[src/rtl/mmio_combiner_pkg.sv]
// Shared encodings for the register-mapped channel combiner: operation modes,
// register addresses and the FIFO occupancy-count width.
package mmio_combiner_pkg;

  typedef enum logic [1:0] {
    MODE_OR  = 2'd0,
    MODE_AND = 2'd1,
    MODE_XOR = 2'd2,
    MODE_ADD = 2'd3
  } mode_e;

  localparam logic [2:0] WA_CTRL      = 3'd0;
  localparam logic [2:0] WA_CH0       = 3'd4;

  localparam logic [2:0] RA_NOT_FULL  = 3'd0;
  localparam logic [2:0] RA_OUT_STAT  = 3'd1;
  localparam logic [2:0] RA_OUT_COUNT = 3'd2;
  localparam logic [2:0] RA_OUT_POP   = 3'd3;
  localparam logic [2:0] RA_CTRL      = 3'd4;
  localparam logic [2:0] RA_OVF       = 3'd5;

  // One extra bit over the pointer width keeps full and empty distinct.
  function automatic int cnt_w(input int depth);
    return $clog2(depth) + 1;
  endfunction

endpackage

[src/rtl/sync_fifo.sv]
// Single-clock FIFO with show-ahead head output. Push is ignored when full and
// pop is ignored when empty, both judged on the count at the start of the cycle.
module sync_fifo
  import mmio_combiner_pkg::*;
#(
  parameter int DATA_W = 8,
  parameter int DEPTH  = 4
) (
  input  logic                      CLK,
  input  logic                      RST_N,
  input  logic                      push,
  input  logic                      pop,
  input  logic [DATA_W-1:0]         din,
  output logic [DATA_W-1:0]         dout,
  output logic                      full,
  output logic                      empty,
  output logic [cnt_w(DEPTH)-1:0]   count
);

  localparam int AW = $clog2(DEPTH);
  localparam int CW = cnt_w(DEPTH);

  logic [DATA_W-1:0] mem [DEPTH];
  logic [AW-1:0]     wr_ptr;
  logic [AW-1:0]     rd_ptr;
  logic              do_push;
  logic              do_pop;

  assign full    = (count == CW'(DEPTH));
  assign empty   = (count == '0);
  assign do_push = push && !full;
  assign do_pop  = pop && !empty;
  assign dout    = mem[rd_ptr];

  // Pointers wrap naturally because DEPTH is a power of two.
  always_ff @(posedge CLK) begin
    if (!RST_N) begin
      wr_ptr <= '0;
      rd_ptr <= '0;
      count  <= '0;
    end else begin
      if (do_push) wr_ptr <= wr_ptr + AW'(1);
      if (do_pop)  rd_ptr <= rd_ptr + AW'(1);
      count <= count + CW'(do_push) - CW'(do_pop);
    end
  end

  always_ff @(posedge CLK) begin
    if (do_push) mem[wr_ptr] <= din;
  end

endmodule

[src/rtl/mmio_combiner.sv]
// Register-mapped combiner: NUM_CH input FIFOs are popped in lock-step, their
// heads reduced by the programmed operation, and the result queued for readback.
module mmio_combiner
  import mmio_combiner_pkg::*;
#(
  parameter int DATA_W = 8,
  parameter int DEPTH  = 4,
  parameter int NUM_CH = 2
) (
  input  logic              CLK,
  input  logic              RST_N,
  input  logic [2:0]        write_address,
  input  logic [DATA_W-1:0] write_data,
  input  logic              write_en,
  output logic              write_rdy,
  input  logic [2:0]        read_address,
  input  logic              read_en,
  output logic [DATA_W-1:0] read_data,
  output logic              read_rdy,
  output logic              read_valid
);

  localparam int CW = cnt_w(DEPTH);

  mode_e              mode;
  logic [NUM_CH-1:0]  ovf;
  logic [NUM_CH-1:0]  new_ovf;
  logic [NUM_CH-1:0]  ch_push;
  logic [NUM_CH-1:0]  ch_full;
  logic [NUM_CH-1:0]  ch_empty;
  logic [DATA_W-1:0]  head [NUM_CH];
  logic [CW-1:0]      ch_count_unused [NUM_CH];

  logic               out_full;
  logic               out_empty;
  logic [CW-1:0]      out_count;
  logic [DATA_W-1:0]  out_dout;

  logic               wr_acc;
  logic               rd_acc;
  logic               out_pop;
  logic               fire;
  logic [DATA_W-1:0]  comb_result;
  logic [DATA_W-1:0]  rd_mux;

  function automatic logic [DATA_W-1:0] combine2(input mode_e m,
                                                 input logic [DATA_W-1:0] a,
                                                 input logic [DATA_W-1:0] b);
    case (m)
      MODE_AND: combine2 = a & b;
      MODE_XOR: combine2 = a ^ b;
      MODE_ADD: combine2 = a + b;
      default:  combine2 = a | b;
    endcase
  endfunction

  assign wr_acc   = write_en && write_rdy;
  assign read_rdy = RST_N && !((read_address == RA_OUT_POP) && out_empty);
  assign rd_acc   = read_en && read_rdy;
  assign out_pop  = rd_acc && (read_address == RA_OUT_POP);
  assign fire     = (&(~ch_empty)) && !out_full;
  assign new_ovf  = ch_push & ch_full;

  for (genvar i = 0; i < NUM_CH; i++) begin : g_ch
    assign ch_push[i] = wr_acc && (write_address == WA_CH0 + 3'(i));

    sync_fifo #(.DATA_W(DATA_W), .DEPTH(DEPTH)) u_fifo (
      .CLK   (CLK),
      .RST_N (RST_N),
      .push  (ch_push[i]),
      .pop   (fire),
      .din   (write_data),
      .dout  (head[i]),
      .full  (ch_full[i]),
      .empty (ch_empty[i]),
      .count (ch_count_unused[i])
    );
  end

  // Left-fold of all channel heads using the mode in effect this cycle.
  always_comb begin
    comb_result = head[0];
    for (int i = 1; i < NUM_CH; i++) begin
      comb_result = combine2(mode, comb_result, head[i]);
    end
  end

  sync_fifo #(.DATA_W(DATA_W), .DEPTH(DEPTH)) u_out (
    .CLK   (CLK),
    .RST_N (RST_N),
    .push  (fire),
    .pop   (out_pop),
    .din   (comb_result),
    .dout  (out_dout),
    .full  (out_full),
    .empty (out_empty),
    .count (out_count)
  );

  always_comb begin
    rd_mux = '0;
    case (read_address)
      RA_NOT_FULL:  rd_mux[NUM_CH-1:0] = ~ch_full;
      RA_OUT_STAT:  rd_mux[1:0]        = {out_full, ~out_empty};
      RA_OUT_COUNT: rd_mux[CW-1:0]     = out_count;
      RA_OUT_POP:   rd_mux             = out_dout;
      RA_CTRL:      rd_mux[1:0]        = mode;
      RA_OVF:       rd_mux[NUM_CH-1:0] = ovf;
      default:      rd_mux             = '0;
    endcase
  end

  // Register stage: read result, control and sticky overflow flags.
  always_ff @(posedge CLK) begin
    if (!RST_N) begin
      write_rdy  <= 1'b0;
      mode       <= MODE_OR;
      ovf        <= '0;
      read_data  <= '0;
      read_valid <= 1'b0;
    end else begin
      write_rdy  <= 1'b1;
      read_valid <= rd_acc;
      if (rd_acc) read_data <= rd_mux;
      if (wr_acc && (write_address == WA_CTRL)) mode <= mode_e'(write_data[1:0]);
      // Clear-on-read still keeps an overflow raised in the same cycle.
      if (rd_acc && (read_address == RA_OVF)) ovf <= new_ovf;
      else                                    ovf <= ovf | new_ovf;
    end
  end

endmodule

[config.mk]
export PLATFORM = sky130hd
export DESIGN_NAME = mmio_combiner
export DESIGN_NICKNAME = d
export VERILOG_FILES = /design/src/rtl/mmio_combiner_pkg.sv /design/src/rtl/sync_fifo.sv /design/src/rtl/mmio_combiner.sv
export SDC_FILE = /design/constraint.sdc
export NUM_CORES = 1
export LEC_CHECK = 0
export CAP_MARGIN = 25
export CORE_MARGIN = 2
export CORE_UTILIZATION = 30
export DETAILED_ROUTE_END_ITERATION = 16
export PLACE_DENSITY = 0.45
export SYNTH_ARGS = -nofsm -noshare
export SYNTH_HDL_FRONTEND = slang
export SYNTH_SLANG_ARGS = --single-unit
[constraint.sdc]
create_clock -name CLK -period 7.9 [get_ports CLK]
set_clock_uncertainty 0.15 [all_clocks]
set_input_delay 1.975 -clock CLK [delete_from_list [all_inputs] [get_ports CLK]]
set_output_delay 1.975 -clock CLK [all_outputs]
set_load 0.05 [all_outputs]
# Word-level counts from Yosys, hierarchy flattened

Memory sizes are Yosys's and may differ from the RTL's. A register that Yosys moved wholly into a read port is not among the register bits.
Cells that the tools add are included.

Register bits after elaboration: 35
RAM bits: 96
Output and inout port bits: 11
Word-level logic and storage cells: 98
Memories: 3

Add/sub/neg operators: 13
Equality and inequality tests: 13
Multiplexer cells: 18
Bitwise operators: 8
Reductions and logical operators: 29

Memories:

| name               | words | width | rd ports | clocked after Yosys merged registers in | wr ports | line            | source |
|---|---|---|---|---|---|---|---|
| g_ch[0].u_fifo.mem | 4     | 8     | 1        | 1                                       | 1        | sync_fifo.sv:23 | `logic [DATA_W-1:0] mem [DEPTH];` |
| g_ch[1].u_fifo.mem | 4     | 8     | 1        | 1                                       | 1        | sync_fifo.sv:23 |  |
| u_out.mem          | 4     | 8     | 1        | 1                                       | 1        | sync_fifo.sv:23 |  |

Operator list:

| kind                  | count |
|---|---|
| $pmux W8 S3           | 1 |
| $eq A3 B3 Y1 const B  | 7 |
| $logic_and A1 B1 Y1   | 16 |
| $logic_not A3 Y1      | 5 |
| $mux W2               | 7 |
| $add A2 B1 Y2 const B | 6 |
| $pmux W2 S6           | 1 |
| $add A3 B1 Y3         | 3 |
| $sub A3 B1 Y3         | 3 |
| $add A8 B8 Y8         | 1 |
| $and A8 B8 Y8         | 1 |
| $or A8 B8 Y8          | 1 |
| $xor A8 B8 Y8         | 1 |
| $logic_not A1 Y1      | 7 |
| $mux W1               | 7 |
| $eq A3 B2 Y1 const B  | 2 |
| $mux W5               | 1 |
| $eq A2 B2 Y1 const B  | 2 |
| $not A2 Y2            | 2 |
| $eq A3 B1 Y1 const B  | 1 |
| $and A2 B2 Y2         | 1 |
| $eq A2 B1 Y1 const B  | 1 |
| $or A2 B2 Y2          | 1 |
| $pmux W1 S2           | 1 |
| other kinds (2)       | 2 |

# Depth between registers and ports, before layout

Gate-level depths: netlist of run 1.

Word-level depth: 9
Depth in mapped cells: 11

# By module

A second synthesis of run 1 with hierarchy kept.

Cell total of the unflattened synthesis: 452
Area, all modules: 6311.1 µm²

Modules (own cells, without submodules):

| module                         | times used | cells an instance | area each (µm²) | sequential area each (µm²) |
|---|---|---|---|---|
| sync_fifo (g_ch[0].u_fifo ...) | 2          | 93                | 1641.6          | 1141.1 |
| sync_fifo (u_out)              | 1          | 93                | 1635.3          | 1141.1 |
| mmio_combiner                  | 1          | 173               | 1392.6          | 280.3 |

# Worst setup path after synthesis of run 1

No wires, ideal clock.

Kind: input -> output
From: input RST_N
To: output read_rdy
Arrival: 2842 ps
Required time: 5775 ps
Path slack: 2933 ps
Cell stages on the path: 3
Path through: clkbuf_1 -> clkbuf_1 -> o21a_1

Cells in the longest elaborated chain, start to end: 1

Ends and longest elaborated chain:

| item                | line                | source |
|---|---|---|
| start: declaration  | mmio_combiner.sv:11 | `input logic RST_N,` |
| $logic_and A1 B1 Y1 | mmio_combiner.sv:58 | `assign read_rdy = RST_N && !((read_address == RA_OUT_POP) && out_empty);` |
| end: declaration    | mmio_combiner.sv:19 | `output logic read_rdy,` |

Every way passes these cells.

# Final worst setup path of run 1

From: input read_address[0]
To: output read_rdy

Cells in the longest elaborated chain, start to end: 4

Ends and longest elaborated chain:

| item                | line                | source |
|---|---|---|
| start: declaration  | mmio_combiner.sv:16 | `input logic [2:0] read_address,` |
| $eq A3 B2 Y1        | mmio_combiner.sv:58 |  |
| $logic_and A1 B1 Y1 | mmio_combiner.sv:58 |  |
| $logic_not A1 Y1    | mmio_combiner.sv:58 |  |
| $logic_and A1 B1 Y1 | mmio_combiner.sv:58 |  |

Every way passes these cells.

==> impl_results.md, run 1 <==
- Post-Synthesis Cell Area: 6220 sq um
- Min-Delay Endpoint: read_data[1]$_SDFFE_PN0P_
- RSZ-0062 raised after global routing: false
- CTS Root Cell: clkbuf_16
- Post-cts hold buffer count: 0
- CTS sink count: 137
- Die span in x: 148 um
- Min-delay src: read_data[1]$_SDFFE_PN0P_
- R2r endpoint: u_out.mem[3][4]$_DFFE_PP_
- Total power draw: 1.72 mW
- Worst R2R Setup Slack: 4.57 ns
- Detailed Route WL: 12.0 mm
- Share of cells above drive strength 1: 15.1%
- Initial antenna violation count: 0
- Syn-to-layout area delta: 19.4%
- Register area share after synthesis: 59.5%
- Reg clk slew, reported paths: 0.06 ns
- Core ar.: 20,300 sq um
- Worst setup EP type: output port
- EDFF count, synth: 96
- Max clock buf depth: 2
- Maximum vdd drop: 129 uV
- Worst Path Required: 5.78 ns
- Die H: 148 um
- Async S/R FF share, synth: 0%
- Crit path DAT: 3.76 ns
- Synthesized flop and latch total: 137
- GPL Wtd Cong: 0.762
- Primary FF master, synth: edfxtp_1
- CTS H-tree depth: 4
- Placed instance count: 709
- Power Dens Cells: 232 nW/um^2
- Total iterations of the first detailed-routing run: 4
- Yosys top cell by area: edfxtp_1
- Routed Antenna Nets: 0
- Hold Crit Depth: 2
- Most common cell after layout, fill and taps aside: edfxtp_1
- Count of max-cap constraint violations: 0
- Final core occ: 36.6%
- Mapped Nets: 483
- Initial core utilization: 30.7%
- Clock latency on the worst-skew pair: 0.42 ns
- TNS Setup: 0 ns
- GRT overflow: 0
- Worst-Margin Slew: 0.807 ns
- Crit Path Class: input pin to output port
- Final WS setup: 2.02 ns
- Slew Limit Headroom: 46.1%
- Total global-route track usage: 12.0%
- Non-filler instance count after layout: 741
- Most frequent cells in the layout: edfxtp_1 (96), dfxtp_1 (41), inv_1 (38)
- Vias in the first global route: 3,425
- Finish-stage setup viols: 0
- Mapped Cells: 427
- Place WS: 2.02 ns
- DP Wirelength: 8.10 mm
- Fmax: 170 MHz
- Top Ports: 29
- Die area: 21,900 sq um
- # DRC: 0
- First-pass GRT wire length: 19.2 mm
- P_leak: 2.59 nW
- Antenna Cells: 0
- Final hold vios: 0
- Nets: 514
- DR vias/cell: 4.52
- Crit path time final: 5.88 ns
- I/O Buffers: 28
- CTS tree: done
- Syn avg cell area: 14.6 sq um
- CP max FO: 7
- Filler instances: 1,950
- Synth unique cells: 52
- Largest net degree at the start of global routing: 40
- WL/cell: 16.2 um
- HP Class: flip-flop to flip-flop
- Main area contributors after synthesis: edfxtp_1 (46%), dfxtp_1 (13%), mux4_2 (9.0%)
- Period Utilization, post-route: 74.5%
- Setup Fix Bufs, Post-CTS: 0
- YS warnings: 0
- R2R cell count: 7
- Site Rows: 52
- Starting DRT DRC Count: 124
- Number of CTS-inserted buffers: 17
- Share of the synthesized area in the top cell type: 46.3%
- PostCTS Resize Cnt: 0
- Status: finished clean
- Final Max Tran Viols: 0
- Type of origin of the critical path: input pin
- Vias post-DR: 3,349
## cells by family after synthesis
kind of cell / synth area share (%)
flops: 59.5
xor+xnor: 2.39
buf+inv: 3.70
fa+ha+maj: 8.12
simple gates: 10.1
mux: 10.5
compound gates: 5.65
## synth_stat cells (8+ instances only)
library cell  count
nand2_1          12
ha_1             34
nor2b_1          21
mux2i_1           8
inv_1            38
clkbuf_1          9
a21oi_1          11
mux4_2           25
dfxtp_1          41
nor2_1            8
xnor2_1          12
and2_1           27
edfxtp_1         96
## flip-flops by register name, indices dropped and copies added (netlist names), named ones only
| register | count |
|---|---|
| g_ch.u_fifo.mem | 64 |
| u_out.mem | 32 |
| read_data | 8 |
| g_ch.u_fifo.count | 6 |
| g_ch.u_fifo.rd_ptr | 4 |
| g_ch.u_fifo.wr_ptr | 4 |
| u_out.count | 3 |
| mode | 2 |
| ovf | 2 |
| u_out.rd_ptr | 2 |
| u_out.wr_ptr | 2 |
| read_valid | 1 |
| write_rdy | 1 |
## how the worst max path moves through the flow
stage | depth (start not counted) | endpoint | from | slack, ns
after floorplan | 3 | read_rdy | RST_N | 2.93
after global placement | 4 | read_rdy | RST_N | 2.03
after detailed placement | 4 | read_rdy | RST_N | 2.02
after CTS | 4 | read_rdy | RST_N | 2.01
after global routing | 4 | read_rdy | RST_N | 1.93
final | 4 | read_rdy | read_address[0] | 2.02
## per-layer routing
layer  vias to the layer above  wire, um  GRT usage, %
li1                       1620         -             -
met1                      1657      5390          14.6
met2                        55      6010          20.0
met3                        17       436          3.61
met4                         0       193          4.71
met5                         -         0             0
## per-stage QoR
stage	hold WS [ns]	area, sq um
floorplan	0.327	6220
global placement	0.316	6760
detailed placement	0.318	6760
CTS	0.332	7430
global route	0.346	7430
finish	0.322	7430
## critical path, cell delays in order
cell and delay (ns):
clkdlybuf4s50_1 0.69, nand3b_4 0.17, o21a_1 0.22, clkdlybuf4s50_1 0.69
## final cells by class
class                      instances  area [sq um]  area share (%)
sequential                       137          3700            49.8
multi-input combinational        235          2290            30.8
clock buffer                      18           429            5.77
tap                              270           338            4.55
timing repair buffer              29           288            3.87
clock inverter                    14           243            3.27
inverter                          38           143            1.92
## report_power, final
part           switching, mW  internal [mW]
Clock                  0.307          0.594
Sequential           0.00234          0.769
Combinational         0.0283         0.0207
Total                  0.337           1.38
Note: power is estimated with default switching activity, not from simulation.
==> run 2: changes to the inputs <==
==> constraint.sdc (replaced) <==
create_clock -name CLK -period 5.89 [get_ports CLK]
set_clock_uncertainty 0.15 [all_clocks]
set_input_delay 1.4725 -clock CLK [delete_from_list [all_inputs] [get_ports CLK]]
set_output_delay 1.4725 -clock CLK [all_outputs]
set_load 0.05 [all_outputs]
==> impl_results.md, run 2 (same netlist as run 1, synthesis figures left out) <==
- Antenna Cells: 0 (unchanged)
- Worst Path Required: 4.27 ns (-1.51 ns)
- Detailed Route WL: 11.7 mm (-2.5%)
- DP Wirelength: 8.19 mm (+1.1%)
- Site Rows: 52 (unchanged)
- Most common cell after layout, fill and taps aside: edfxtp_1
- Maximum vdd drop: 173 uV (+34%)
- CP max FO: 7 (unchanged)
- CTS sink count: 137 (unchanged)
- Final Max Tran Viols: 0 (unchanged)
- Final hold vios: 0 (unchanged)
- Routed Antenna Nets: 0 (unchanged)
- Core ar.: 20,300 sq um (unchanged)
- Crit-path leading delay family: buffers and inverters
- Syn-to-layout area delta: 17.7%
- Max clock buf depth: 2 (unchanged)
- Multi-input gate area: 2290 sq um (unchanged)
- Crit path time final: 4.89 ns
- WL/cell: 15.8 um (-2.5%)
- Setup Fix Bufs, Post-CTS: 0 (unchanged)
- Top Ports: 29 (unchanged)
- RSZ-0062 raised after global routing: false
- Total global-route track usage: 11.6% (-0.39 points)
- Crit path DAT: 3.27 ns (-0.49 ns)
- Regs by FF count: g_ch.u_fifo.mem x64, u_out.mem x32, read_data x8
- Nets: 514 (unchanged)
- Worst R2R Setup Slack: 2.62 ns (-1.95 ns)
- Largest net degree at the start of global routing: 39 (-2.5%)
- Hold Crit Depth: 2 (unchanged)
- Worst setup EP type: output port
- Crit-path slowest cell: clkdlybuf4s50_1
- Vias in the first global route: 3,406 (-0.55%)
- Most Frequent Cell on Critical Path: clkdlybuf4s50_1
- Period Utilization, post-route: 83.0%
- Initial antenna violation count: 0 (unchanged)
- Die H: 148 um (unchanged)
- Filler instances: 1,943 (-0.36%)
- I/O Buffers: 28 (unchanged)
- CTS Root Cell: clkbuf_16
- R2R cell count: 7 (unchanged)
- Crit Path Class: input pin to output port
- Count of max-cap constraint violations: 0 (unchanged)
- Most frequent cells in the layout: edfxtp_1 (96), dfxtp_1 (41), inv_1 (38)
- CTS H-tree depth: 4 (unchanged)
- TNS Setup: 0 ns (unchanged)
- GRT overflow: 0 (unchanged)
- Final core occ: 36.1% (-0.54 points)
- Placed instance count: 709 (unchanged)
- WHS: 0.321 ns (-0.000864 ns)
- Number of CTS-inserted buffers: 17 (unchanged)
- Place WS: 1.03 ns (-0.990 ns)
- Min-Delay Endpoint: read_data[1]$_SDFFE_PN0P_
- Final WS setup: 0.998 ns (-1.02 ns)
- CP max stage delay: 0.80 ns (+0.11 ns)
- Fmax: 204 MHz
- # DRC: 0 (unchanged)
- Critical-path cell list: clkdlybuf4s50_1 -> nand3b_4 -> o21a_1 -> clkdlybuf4s50_1
- Non-filler instance count after layout: 741 (unchanged)
- Max FFs per register: 64 (unchanged)
- Clock latency on the worst-skew pair: 0.41 ns (about the same)
- Min-delay src: read_data[1]$_SDFFE_PN0P_
- R2r endpoint: u_out.mem[3][4]$_DFFE_PP_
- CTS tree: done
- Storage element area: 3700 sq um (unchanged)
- Post-cts hold buffer count: 0 (unchanged)
- HP Class: flip-flop to flip-flop
- GPL Wtd Cong: 0.786 (+3.2%)
- Total iterations of the first detailed-routing run: 4 (unchanged)
- First-pass GRT wire length: 18.9 mm (-1.3%)
- DR vias/cell: 4.53 (+0.15%)
- Die span in x: 148 um (unchanged)
- Share of cells above drive strength 1: 14.4% (-0.64 points)
- Buf+Inv Stages, Crit Path: 2 (unchanged)
- Die area: 21,900 sq um (unchanged)
- Reg clk slew, reported paths: 0.06 ns (about the same)
- Power Dens Cells: 288 nW/um^2 (+24%)
- Starting DRT DRC Count: 157 (+27%)
- Biggest register: g_ch.u_fifo.mem
- Finish-stage setup viols: 0 (unchanged)
- PostCTS Resize Cnt: 0 (unchanged)
- Initial core utilization: 30.7% (unchanged)
- Vias post-DR: 3,354 (+0.15%)
- Worst-Margin Slew: 0.790 ns (-0.0165 ns)
- P_leak: 2.54 nW (-2.1%)
- Type of origin of the critical path: input pin
- Status: finished clean
- Slew Limit Headroom: 47.2% (+1.1 points)
-- run 2: power breakdown --
part | leakage (nW) | internal (mW) | total (mW) | switching [mW]
combinational | 1.08 | 0.0278 | 0.0663 | 0.0385
clock | 0.265 | 0.618 | 1.01 | 0.390
sequential | 1.19 | 1.03 | 1.04 | 0.00313
-- run 2: worst max-delay path by stage --
stage / to / slack [ns] / startpoint / depth (start not counted)
global placement: read_rdy / 1.07 / read_address[2] / 4
detailed placement: read_rdy / 1.03 / read_address[2] / 4
global route: read_rdy / 0.95 / read_address[0] / 4
finish: read_rdy / 1.0 / read_address[2] / 4
CTS: read_rdy / 1.02 / read_address[2] / 4
floorplan: read_rdy / 1.93 / RST_N / 3
-- run 2: area by class of cell --
type | count | share of cell area [%]
Clock buffer | 19 | 5.91
Clock inverter | 13 | 1.78
Inverter | 38 | 1.95
Multi-Input combinational cell | 235 | 31.2
Sequential cell | 137 | 50.6
Tap cell | 270 | 4.61
Timing Repair Buffer | 29 | 3.93
-- run 2: metal layers --
layer	vias to the layer above	wire (um)	global-route usage (%)
li1	1621	-	-
met1	1670	5360	14.8
met2	51	5830	19.4
met3	12	394	3.02
met4	0	144	3.76
met5	-	0	0
-- run 2: tightest hold or removal path: stages (launching register included) --
cell and delay [ns]:
dfxtp_1 0.32, nand3_1 0.06, o21ai_0 0.06
-- run 2: per-stage QoR --
| step | power (mW) | area, sq um |
|---|---|---|
| after floorplan | 1.09 | 6220 |
| after global placement | 1.12 | 6760 |
| after detailed placement | 1.12 | 6760 |
| after CTS | 2.14 | 7320 |
| after global routing | 2.19 | 7320 |
| final | 2.11 | 7320 |
